[src/rtl/pipe_hazard_ctrl_pkg.sv]
// Shared pipeline definitions: hazard FSM state encoding and architectural constants.
package pipe_hazard_ctrl_pkg;

  typedef enum logic [1:0] {
    RUN      = 2'd0,
    MEM_WAIT = 2'd1,
    ERR      = 2'd2
  } state_e;

  // x0 is hardwired to zero, so a load targeting it never creates a dependency
  localparam logic [4:0] REG_X0 = 5'd0;

  // Wait counter width covers the largest legal timeout (255)
  localparam int TO_W = 8;

endpackage

[src/rtl/pipe_hazard_ctrl_if.sv]
// Bundle between the pipeline datapath and the hazard controller.
interface pipe_hazard_ctrl_if #(
  parameter int CNT_W = 16
);

  logic [4:0]       Rs1_D;
  logic [4:0]       Rs2_D;
  logic [4:0]       RD_E;
  logic             ResultSrcE0;
  logic             PCSrcE;
  logic             MemReqM;
  logic             MemReadyM;

  logic             StallF;
  logic             StallD;
  logic             StallE;
  logic             StallM;
  logic             FlushD;
  logic             FlushE;
  logic             FlushW;
  logic             mem_err;
  logic [CNT_W-1:0] lu_cnt;
  logic [CNT_W-1:0] br_cnt;
  logic [CNT_W-1:0] mw_cnt;

  modport master (
    output Rs1_D, Rs2_D, RD_E, ResultSrcE0, PCSrcE, MemReqM, MemReadyM,
    input  StallF, StallD, StallE, StallM, FlushD, FlushE, FlushW,
    input  mem_err, lu_cnt, br_cnt, mw_cnt
  );

  modport slave (
    input  Rs1_D, Rs2_D, RD_E, ResultSrcE0, PCSrcE, MemReqM, MemReadyM,
    output StallF, StallD, StallE, StallM, FlushD, FlushE, FlushW,
    output mem_err, lu_cnt, br_cnt, mw_cnt
  );

endinterface

[src/rtl/pipe_hazard_ctrl_sat_counter.sv]
// Event counter that sticks at all-ones instead of wrapping.
module sat_counter #(
  parameter int W = 16
) (
  input  logic         clk,
  input  logic         rst,
  input  logic         inc,
  output logic [W-1:0] q
);

  logic [W-1:0] cnt_q;
  logic [W-1:0] cnt_d;

  always_comb begin
    cnt_d = cnt_q;
    if (inc && (cnt_q != {W{1'b1}})) begin
      cnt_d = cnt_q + W'(1);
    end
  end

  always_ff @(posedge clk or posedge rst) begin
    if (rst) begin
      cnt_q <= '0;
    end else begin
      cnt_q <= cnt_d;
    end
  end

  assign q = cnt_q;

endmodule

[src/rtl/pipe_hazard_ctrl.sv]
// Pipeline hazard controller: memory-wait stalls with timeout, branch flush, load-use bubble.
// Stall/flush outputs are combinational; counters and the error flag are registered.
module pipe_hazard_ctrl
  import pipe_hazard_ctrl_pkg::*;
#(
  parameter int MEM_TIMEOUT = 16,
  parameter int CNT_W       = 16
) (
  input  logic                 clk,
  input  logic                 rst,
  pipe_hazard_ctrl_if.slave    hz
);

  localparam logic [TO_W-1:0] TO_LIM = TO_W'(MEM_TIMEOUT);

  state_e          state_q, state_d;
  logic [TO_W-1:0] to_cnt_q, to_cnt_d;
  logic            mem_err_q, mem_err_d;

  logic            lu_hit;
  logic            mem_stall;
  logic            br_act;
  logic            lu_act;
  logic            err_hold;
  logic            hold_all;

  assign lu_hit = hz.ResultSrcE0 && (hz.RD_E != REG_X0) &&
                  ((hz.RD_E == hz.Rs1_D) || (hz.RD_E == hz.Rs2_D));

  always_comb begin
    state_d   = state_q;
    to_cnt_d  = to_cnt_q;
    mem_stall = 1'b0;
    br_act    = 1'b0;
    lu_act    = 1'b0;
    case (state_q)
      RUN: begin
        if (hz.MemReqM && !hz.MemReadyM) begin
          mem_stall = 1'b1;
          state_d   = MEM_WAIT;
          to_cnt_d  = '0;
        end else if (hz.PCSrcE) begin
          br_act = 1'b1;
        end else if (lu_hit) begin
          lu_act = 1'b1;
        end
      end
      MEM_WAIT: begin
        // The release cycle is deliberately hazard-free: the pipeline just restarts
        if (!hz.MemReadyM) begin
          mem_stall = 1'b1;
          to_cnt_d  = to_cnt_q + TO_W'(1);
          if (to_cnt_d == TO_LIM) begin
            state_d = ERR;
          end
        end else begin
          state_d = RUN;
        end
      end
      ERR: begin
        state_d = ERR;
      end
      default: begin
        state_d = RUN;
      end
    endcase
  end

  assign mem_err_d = mem_err_q || (state_d == ERR);

  always_ff @(posedge clk or posedge rst) begin
    if (rst) begin
      state_q   <= RUN;
      to_cnt_q  <= '0;
      mem_err_q <= 1'b0;
    end else begin
      state_q   <= state_d;
      to_cnt_q  <= to_cnt_d;
      mem_err_q <= mem_err_d;
    end
  end

  assign err_hold = (state_q == ERR);
  assign hold_all = mem_stall || err_hold;

  // Outputs are forced quiet while reset is asserted, whatever the inputs do
  assign hz.StallF  = !rst && (hold_all || lu_act);
  assign hz.StallD  = !rst && (hold_all || lu_act);
  assign hz.StallE  = !rst && hold_all;
  assign hz.StallM  = !rst && hold_all;
  assign hz.FlushW  = !rst && hold_all;
  assign hz.FlushD  = !rst && br_act;
  assign hz.FlushE  = !rst && (br_act || lu_act);
  assign hz.mem_err = mem_err_q;

  sat_counter #(.W(CNT_W)) u_lu_cnt (
    .clk (clk),
    .rst (rst),
    .inc (lu_act),
    .q   (hz.lu_cnt)
  );

  sat_counter #(.W(CNT_W)) u_br_cnt (
    .clk (clk),
    .rst (rst),
    .inc (br_act),
    .q   (hz.br_cnt)
  );

  sat_counter #(.W(CNT_W)) u_mw_cnt (
    .clk (clk),
    .rst (rst),
    .inc (mem_stall),
    .q   (hz.mw_cnt)
  );

endmodule
[src/flat_wrapper.sv]
// flat-port wrapper written by rule: the top's interface ports become plain ports
module pipe_hazard_ctrl_flat import pipe_hazard_ctrl_pkg::*;
#(
  parameter int MEM_TIMEOUT = 16,
  parameter int CNT_W       = 16
)
  (clk, rst, hz_Rs1_D, hz_Rs2_D, hz_RD_E, hz_ResultSrcE0, hz_PCSrcE, hz_MemReqM, hz_MemReadyM, hz_StallF, hz_StallD, hz_StallE, hz_StallM, hz_FlushD, hz_FlushE, hz_FlushW, hz_mem_err, hz_lu_cnt, hz_br_cnt, hz_mw_cnt);
  pipe_hazard_ctrl_if #(.CNT_W(CNT_W)) hz_i ();
  input  logic clk;
  input  logic rst;
  input wire logic [$bits(hz_i.Rs1_D)-1:0] hz_Rs1_D;
  input wire logic [$bits(hz_i.Rs2_D)-1:0] hz_Rs2_D;
  input wire logic [$bits(hz_i.RD_E)-1:0] hz_RD_E;
  input wire logic [$bits(hz_i.ResultSrcE0)-1:0] hz_ResultSrcE0;
  input wire logic [$bits(hz_i.PCSrcE)-1:0] hz_PCSrcE;
  input wire logic [$bits(hz_i.MemReqM)-1:0] hz_MemReqM;
  input wire logic [$bits(hz_i.MemReadyM)-1:0] hz_MemReadyM;
  output wire logic [$bits(hz_i.StallF)-1:0] hz_StallF;
  output wire logic [$bits(hz_i.StallD)-1:0] hz_StallD;
  output wire logic [$bits(hz_i.StallE)-1:0] hz_StallE;
  output wire logic [$bits(hz_i.StallM)-1:0] hz_StallM;
  output wire logic [$bits(hz_i.FlushD)-1:0] hz_FlushD;
  output wire logic [$bits(hz_i.FlushE)-1:0] hz_FlushE;
  output wire logic [$bits(hz_i.FlushW)-1:0] hz_FlushW;
  output wire logic [$bits(hz_i.mem_err)-1:0] hz_mem_err;
  output wire logic [$bits(hz_i.lu_cnt)-1:0] hz_lu_cnt;
  output wire logic [$bits(hz_i.br_cnt)-1:0] hz_br_cnt;
  output wire logic [$bits(hz_i.mw_cnt)-1:0] hz_mw_cnt;
  assign hz_i.Rs1_D = hz_Rs1_D;
  assign hz_i.Rs2_D = hz_Rs2_D;
  assign hz_i.RD_E = hz_RD_E;
  assign hz_i.ResultSrcE0 = hz_ResultSrcE0;
  assign hz_i.PCSrcE = hz_PCSrcE;
  assign hz_i.MemReqM = hz_MemReqM;
  assign hz_i.MemReadyM = hz_MemReadyM;
  assign hz_StallF = hz_i.StallF;
  assign hz_StallD = hz_i.StallD;
  assign hz_StallE = hz_i.StallE;
  assign hz_StallM = hz_i.StallM;
  assign hz_FlushD = hz_i.FlushD;
  assign hz_FlushE = hz_i.FlushE;
  assign hz_FlushW = hz_i.FlushW;
  assign hz_mem_err = hz_i.mem_err;
  assign hz_lu_cnt = hz_i.lu_cnt;
  assign hz_br_cnt = hz_i.br_cnt;
  assign hz_mw_cnt = hz_i.mw_cnt;
  pipe_hazard_ctrl #(.MEM_TIMEOUT(MEM_TIMEOUT), .CNT_W(CNT_W)) u_core (.clk(clk), .rst(rst), .hz(hz_i));
endmodule
[config.mk]
export PLATFORM = sky130hd
export DESIGN_NAME = pipe_hazard_ctrl_flat
export DESIGN_NICKNAME = d
export VERILOG_FILES = /design/src/rtl/pipe_hazard_ctrl_pkg.sv /design/src/rtl/pipe_hazard_ctrl_if.sv /design/src/rtl/pipe_hazard_ctrl_sat_counter.sv /design/src/rtl/pipe_hazard_ctrl.sv /design/src/flat_wrapper.sv
export SDC_FILE = /design/constraint.sdc
export NUM_CORES = 1
export LEC_CHECK = 0
export ABC_AREA = 1
export BUFFER_PORTS_ARGS = -buffer_cell sky130_fd_sc_hd__clkbuf_2
export CORE_MARGIN = 1
export CORE_UTILIZATION = 30
export DETAILED_ROUTE_END_ITERATION = 7
export REMOVE_ABC_BUFFERS = 1
export SYNTH_ARGS = -nofsm -noshare
export SYNTH_HDL_FRONTEND = slang
export SYNTH_SLANG_ARGS = --single-unit
[constraint.sdc]
create_clock -name clk -period 2.4 [get_ports clk]
set_input_delay 0.24 -clock clk [delete_from_list [all_inputs] [get_ports clk]]
set_output_delay 0.24 -clock clk [all_outputs]
set_load 0.05 [all_outputs]
---- Word level (Yosys, flattened, before mapping) ----
Cells that the tools add are included.
word-level totals
  bits in registers ....................... 59
  logic and storage cells ................. 59
  memories kept ........................... 0
  bits in latches ......................... 0
  input port bits ......................... 21
  RAM bits ................................ 0
  ROM bits ................................ 0
operators by class
  reductions and logical operators ........ 21
  mux-type cells .......................... 17
  bitwise gates (word level) .............. 0
  equal/unequal tests ..................... 11
  $lt $le $gt $ge ......................... 0
  add/subtract/negate cells ............... 4
  shift-type cells ........................ 0
  multipliers ............................. 0
  div/mod/pow operators ................... 0
operator list
  cell                                                    number
  adder 16 x 1 -> 16 bit (second input constant)          3
  inequality test 16 bit (second input constant)          3
  two-way mux 8 bit                                       2
  one-hot mux 8 bit (2 select lines)                      1
  equality test 5 bit                                     2
  logical AND 1 bit                                       10
  two-way mux 1 bit                                       9
  adder 8 x 1 -> 8 bit (second input constant)            1
  equality test 8 x 5 -> 1 bit (second input constant)    1
  two-way mux 2 bit                                       3
  one-hot mux 2 bit (3 select lines)                      1
  logical OR 1 bit                                        5
  nonzero test 5 bit                                      1
  equality test 2 bit (second input constant)             2
  AND reduction 3 bit                                     1
  equality test 2 x 1 -> 1 bit (second input constant)    1
  logical NOT 1 bit                                       2
  logical NOT 2 bit                                       1
  inequality test 2 x 1 -> 1 bit (second input constant)  1
  inequality test 2 bit (second input constant)           1
  one-hot mux 1 bit (2 select lines)                      1
  nonzero test 2 bit                                      1

---- Longest topological paths before layout ----
  word-level depth ........................ 9
  gate-level depth with buffers ........... 11
  mapped depth without buffers ............ 11

---- By module ----
From an unflattened synthesis, not the netlist that was laid out.
second synthesis, totals
  cell total of the unflattened synthesis .. 575
  area total of the unflattened synthesis .. 4102.7 sq um
modules (own cells, without submodules)
  module            cells an instance  instances  area an instance (sq um)
  sat_counter       150                3          1069.8
  pipe_hazard_ctrl  125                1          893.4

---- Least setup slack after synthesis ----
No wires, ideal clock.
  kind .................................... input port to output port
  start ................................... in rst
  end ..................................... out hz_StallF
  slack ................................... -0.230 ns
  arrival ................................. 2.390 ns
  stages .................................. 4
  cell sequence ........................... inv_1 > nand2_1 > nand2_1 > buf_4
between the ends
  longest elaborated chain between the ends .. 2
ends and longest elaborated chain
  element                      RTL line            source
  from (decl)                  flat_wrapper.sv:10  input logic rst;
  logical NOT 1 bit (no line)  n/a
  logical AND 1 bit            n/a
  to (decl)                    flat_wrapper.sv:18  output wire logic [$bits(hz_i.StallF)-1:0] hz_StallF;
No other way between the ends.

---- Final worst setup path ----
  start ................................... reg u_core.state_q[0]
  end ..................................... out hz_FlushE
between the ends
  longest elaborated chain between the ends .. 4
  elaborated cells between the ends (all ways) .. 5
ends and longest elaborated chain
  element                 RTL line                source
  from (decl)             pipe_hazard_ctrl.sv:16  state_e state_q, state_d;
  from (signal assigned)  pipe_hazard_ctrl.sv:77  state_q <= state_d;
  logical NOT 2 bit *     pipe_hazard_ctrl.sv:36  case (state_q)
  two-way mux 1 bit       pipe_hazard_ctrl.sv:36
  logical OR 1 bit *      pipe_hazard_ctrl.sv:93  assign hz.FlushE = !rst && (br_act || lu_act);
  logical AND 1 bit *     pipe_hazard_ctrl.sv:93
  to (decl)               flat_wrapper.sv:23      output wire logic [$bits(hz_i.FlushE)-1:0] hz_FlushE;
Mark *: on every way between the ends. The rest lies on a longest branch, timed or not.

==> summary.txt <==
LEAKAGE: 2.15 nW
Initial core utilization: 30.8%
DR vias: 2930
Fmax: 453 MHz
Max-cap viol count: 0
DIE WIDTH: 107 µm
Most frequent cell after synthesis: nand2_1
Clock transition at path regs: 0.06 ns
Syn Area/Cell: 7.85 µm²
Antenna violations before repair: 0
Core Footprint: 10800 µm²
Total grt overflow: 0
Post-synthesis sequential area ratio: 44.5%
Multi-input gate area: 1600 µm²
First-pass GRT wire length: 12.4 mm
Main synth FF type: dfrtp_1
Filler cells: 1129
WP buf/inv: 1
Endpoints failing setup: 0
Area Growth Syn to Fin: 22.3%
Clock sinks: 59
Hold path start: hz_MemReadyM
TritonCTS clock tree: built
Ranking of synthesized cells by area: dfrtp_1 (44%), nand2_1 (13%), inv_1 (6.7%), xor2_1 (6.1%), nor2_1 (5.5%)
RD Place Congestion: 0.814
Fin. max-slew vios: 0
Worst Hold Path EP: u_core.to_cnt_q[0]$_DFFE_PP0P_
Largest net degree at the start of global routing: 32
Placed cells: 637
Vias/cell: 4.49
CTS Buf Count: 9
Power Dens Cells: 475 nW/µm²
Post-synth ARST share: 100%
Yosys reg bits: 59
Slew margin rel.: 72.5%
Worst Hold Class: in -> reg
WL per Instance: 11.3 µm
FF+latch area: 1480 µm²
Worst R2R End: u_core.u_br_cnt.q[12]$_DFFE_PP0P_
Crit Path Max Fanout: 4
DRC: 0
First-pass DRT Iterations: 4
Standard-cell rows: 38
Most common cell on crit path: nand2_1
GRT Util Overall: 13.8%
CTS max path bufs: 2
Synth top area share: 44.5%
Clock root buffer: clkbuf_8
I/O Buffers: 76
Setup crit end kind: output pin
DRT iter0 DRCs: 100
CP peak stage delay: 0.39 ns
Yosys warns: 0
Die height: 107 µm
R2R Setup Slk: 0.54 ns
Antenna Nets Post-Route: 0
Crit path DAT: 1.97 ns
Maximum vdd drop: 215 µV
Worst EP required: 2.16 ns
Layout cell share with drive strength beyond 1: 21.4%
Ant. Diodes: 0
Hold depth: 4
Vias in the first global route: 2786
Final hold violations: 0
H-Tree Level Count: 3
Fin crit period: 2.21 ns
R2R cell count: 11
Post-synth EDFFs: 0
Synth Cell Area: 3320 µm²
Commonest cells post-synth: nand2_1 (117), dfrtp_1 (59), inv_1 (59)
Total wire length: 7.36 mm
Period utilisation layout: 92.0%
Worst Slack Setup Final: 0.191 ns
# nets final: 534
Worst-Margin Slew: 0.413 ns
Setup WS pre-CTS: 0.369 ns
Clk Latency, worst-skew pair: 0.34 ns
CP max-delay cell: dfrtp_1
Cell variety after synth: 28
Worst-path cell chain: nor2_2 -> nand2_1 -> nor2_1 -> and2_2 -> a21boi_1 -> nand2_1 -> o21ai_0 -> clkbuf_4
Mapped Cells: 423
Setup crit start kind: flip-flop
Run status: finished, final reports clean
Critical path class: reg -> out
# IOs: 77
Post-synth top area cell: dfrtp_1
Non-Filler Instances: 653
R2r startpoint: u_core.u_br_cnt.q[0]$_DFFE_PP0P_
Full die area: 11500 µm²
CP top delay family: simple AND/OR/NAND/NOR gates
Setup TNS: 0 ns
Detailed Place HPWL: 5.68 mm
Setup Skew: 0.00563 ns
RSZ-0062 raised after global routing: no
Total power: 1.93 mW
area by class of cell:
class,count,share of cell area [%]
multi-input cells,301,39.3
flip-flops and latches,59,36.3
repair buffers,79,10.2
inverters,59,5.45
well taps,140,4.31
clock buffers,13,4.16
clock inverters,2,0.246
power by group:
part / internal, mW / switching (mW) / leakage [nW]
Combinational: 0.0312 / 0.0674 / 1.29
Sequential: 0.994 / 0 / 0.762
Clock: 0.451 / 0.384 / 0.0953
Total: 1.48 / 0.452 / 2.15
logic make-up after synthesis:
group | after synthesis | synth area share [%]
and+or+nand+nor | 241 | 33.2
adders and majority gates | 4 | 1.51
AOI/OAI and AO/OA | 15 | 2.49
xor gates and xnor gates | 41 | 10.8
buffers and inverters | 63 | 7.50
DFF | 59 | 44.5
stage by stage:
step	hold WS, ns	instance area [µm²]	utilization, %
3_3_place_gp	0.380	3860	35.8
2_1_floorplan	0.475	3290	-
5_1_grt	0.321	4060	37.6
6_report	0.303	4060	37.6
3_5_place_dp	0.379	3860	35.8
4_1_cts	0.273	4060	37.6
metal layers:
| metal | part of all wire (%) | wire length (µm) | vias up | global-route usage (%) |
|---|---|---|---|---|
| met1 | 47 | 3490 | 1350 | 17.4 |
| met4 | 2.1 | 151 | 0 | 7.34 |
| met5 | 0 | 0 | - | 0 |
| met3 | 4.7 | 349 | 10 | 2.86 |
| met2 | 46 | 3370 | 69 | 22.3 |
| li1 | - | - | 1501 | - |
how the worst max path moves through the flow:
stage | to | slack [ns] | cells after the start | from
floorplan | hz_FlushW | -0.45 | 3 | rst
global placement | hz_FlushE | 0.43 | 8 | u_core.state_q[1]$_DFF_PP0_
detailed placement | hz_FlushE | 0.37 | 8 | u_core.state_q[1]$_DFF_PP0_
CTS | hz_FlushE | 0.02 | 8 | u_core.state_q[1]$_DFF_PP0_
global route | hz_FlushW | 0.02 | 9 | u_core.state_q[0]$_DFF_PP0_
finish | hz_FlushE | 0.19 | 8 | u_core.state_q[0]$_DFF_PP0_
worst min-delay path, cell delays in order:
cell	delay [ns]
clkbuf_2	0.08
inv_1	0.04
nand2_1	0.14
o21ai_0	0.09
cell usage in the layout (no fill, tap or decap), types with 12 or more instances in the layout:
| cell type | count |
|---|---|
| clkbuf_2 | 73 |
| clkbuf_8 | 12 |
| xnor2_1 | 18 |
| nand4_1 | 15 |
| nand2_1 | 117 |
| inv_1 | 58 |
| nor2_1 | 48 |
| dfrtp_1 | 59 |
| xor2_1 | 23 |
| nand3_1 | 29 |
state kept, by name, indices dropped and copies added (netlist names):
name               cells
u_core.hz.mem_err      1
u_core.u_br_cnt.q     16
u_core.state_q         2
u_core.u_lu_cnt.q     16
u_core.u_mw_cnt.q     16
u_core.to_cnt_q        8
repair_timing:
item	CTS	global route
hold endpoints to repair	3	0
endpoints found under the setup margin	3	3
resized for setup	3	2
setup buffers	0	0
hold buffers	1	0
No activity file was read; power rests on OpenSTA's default activity.
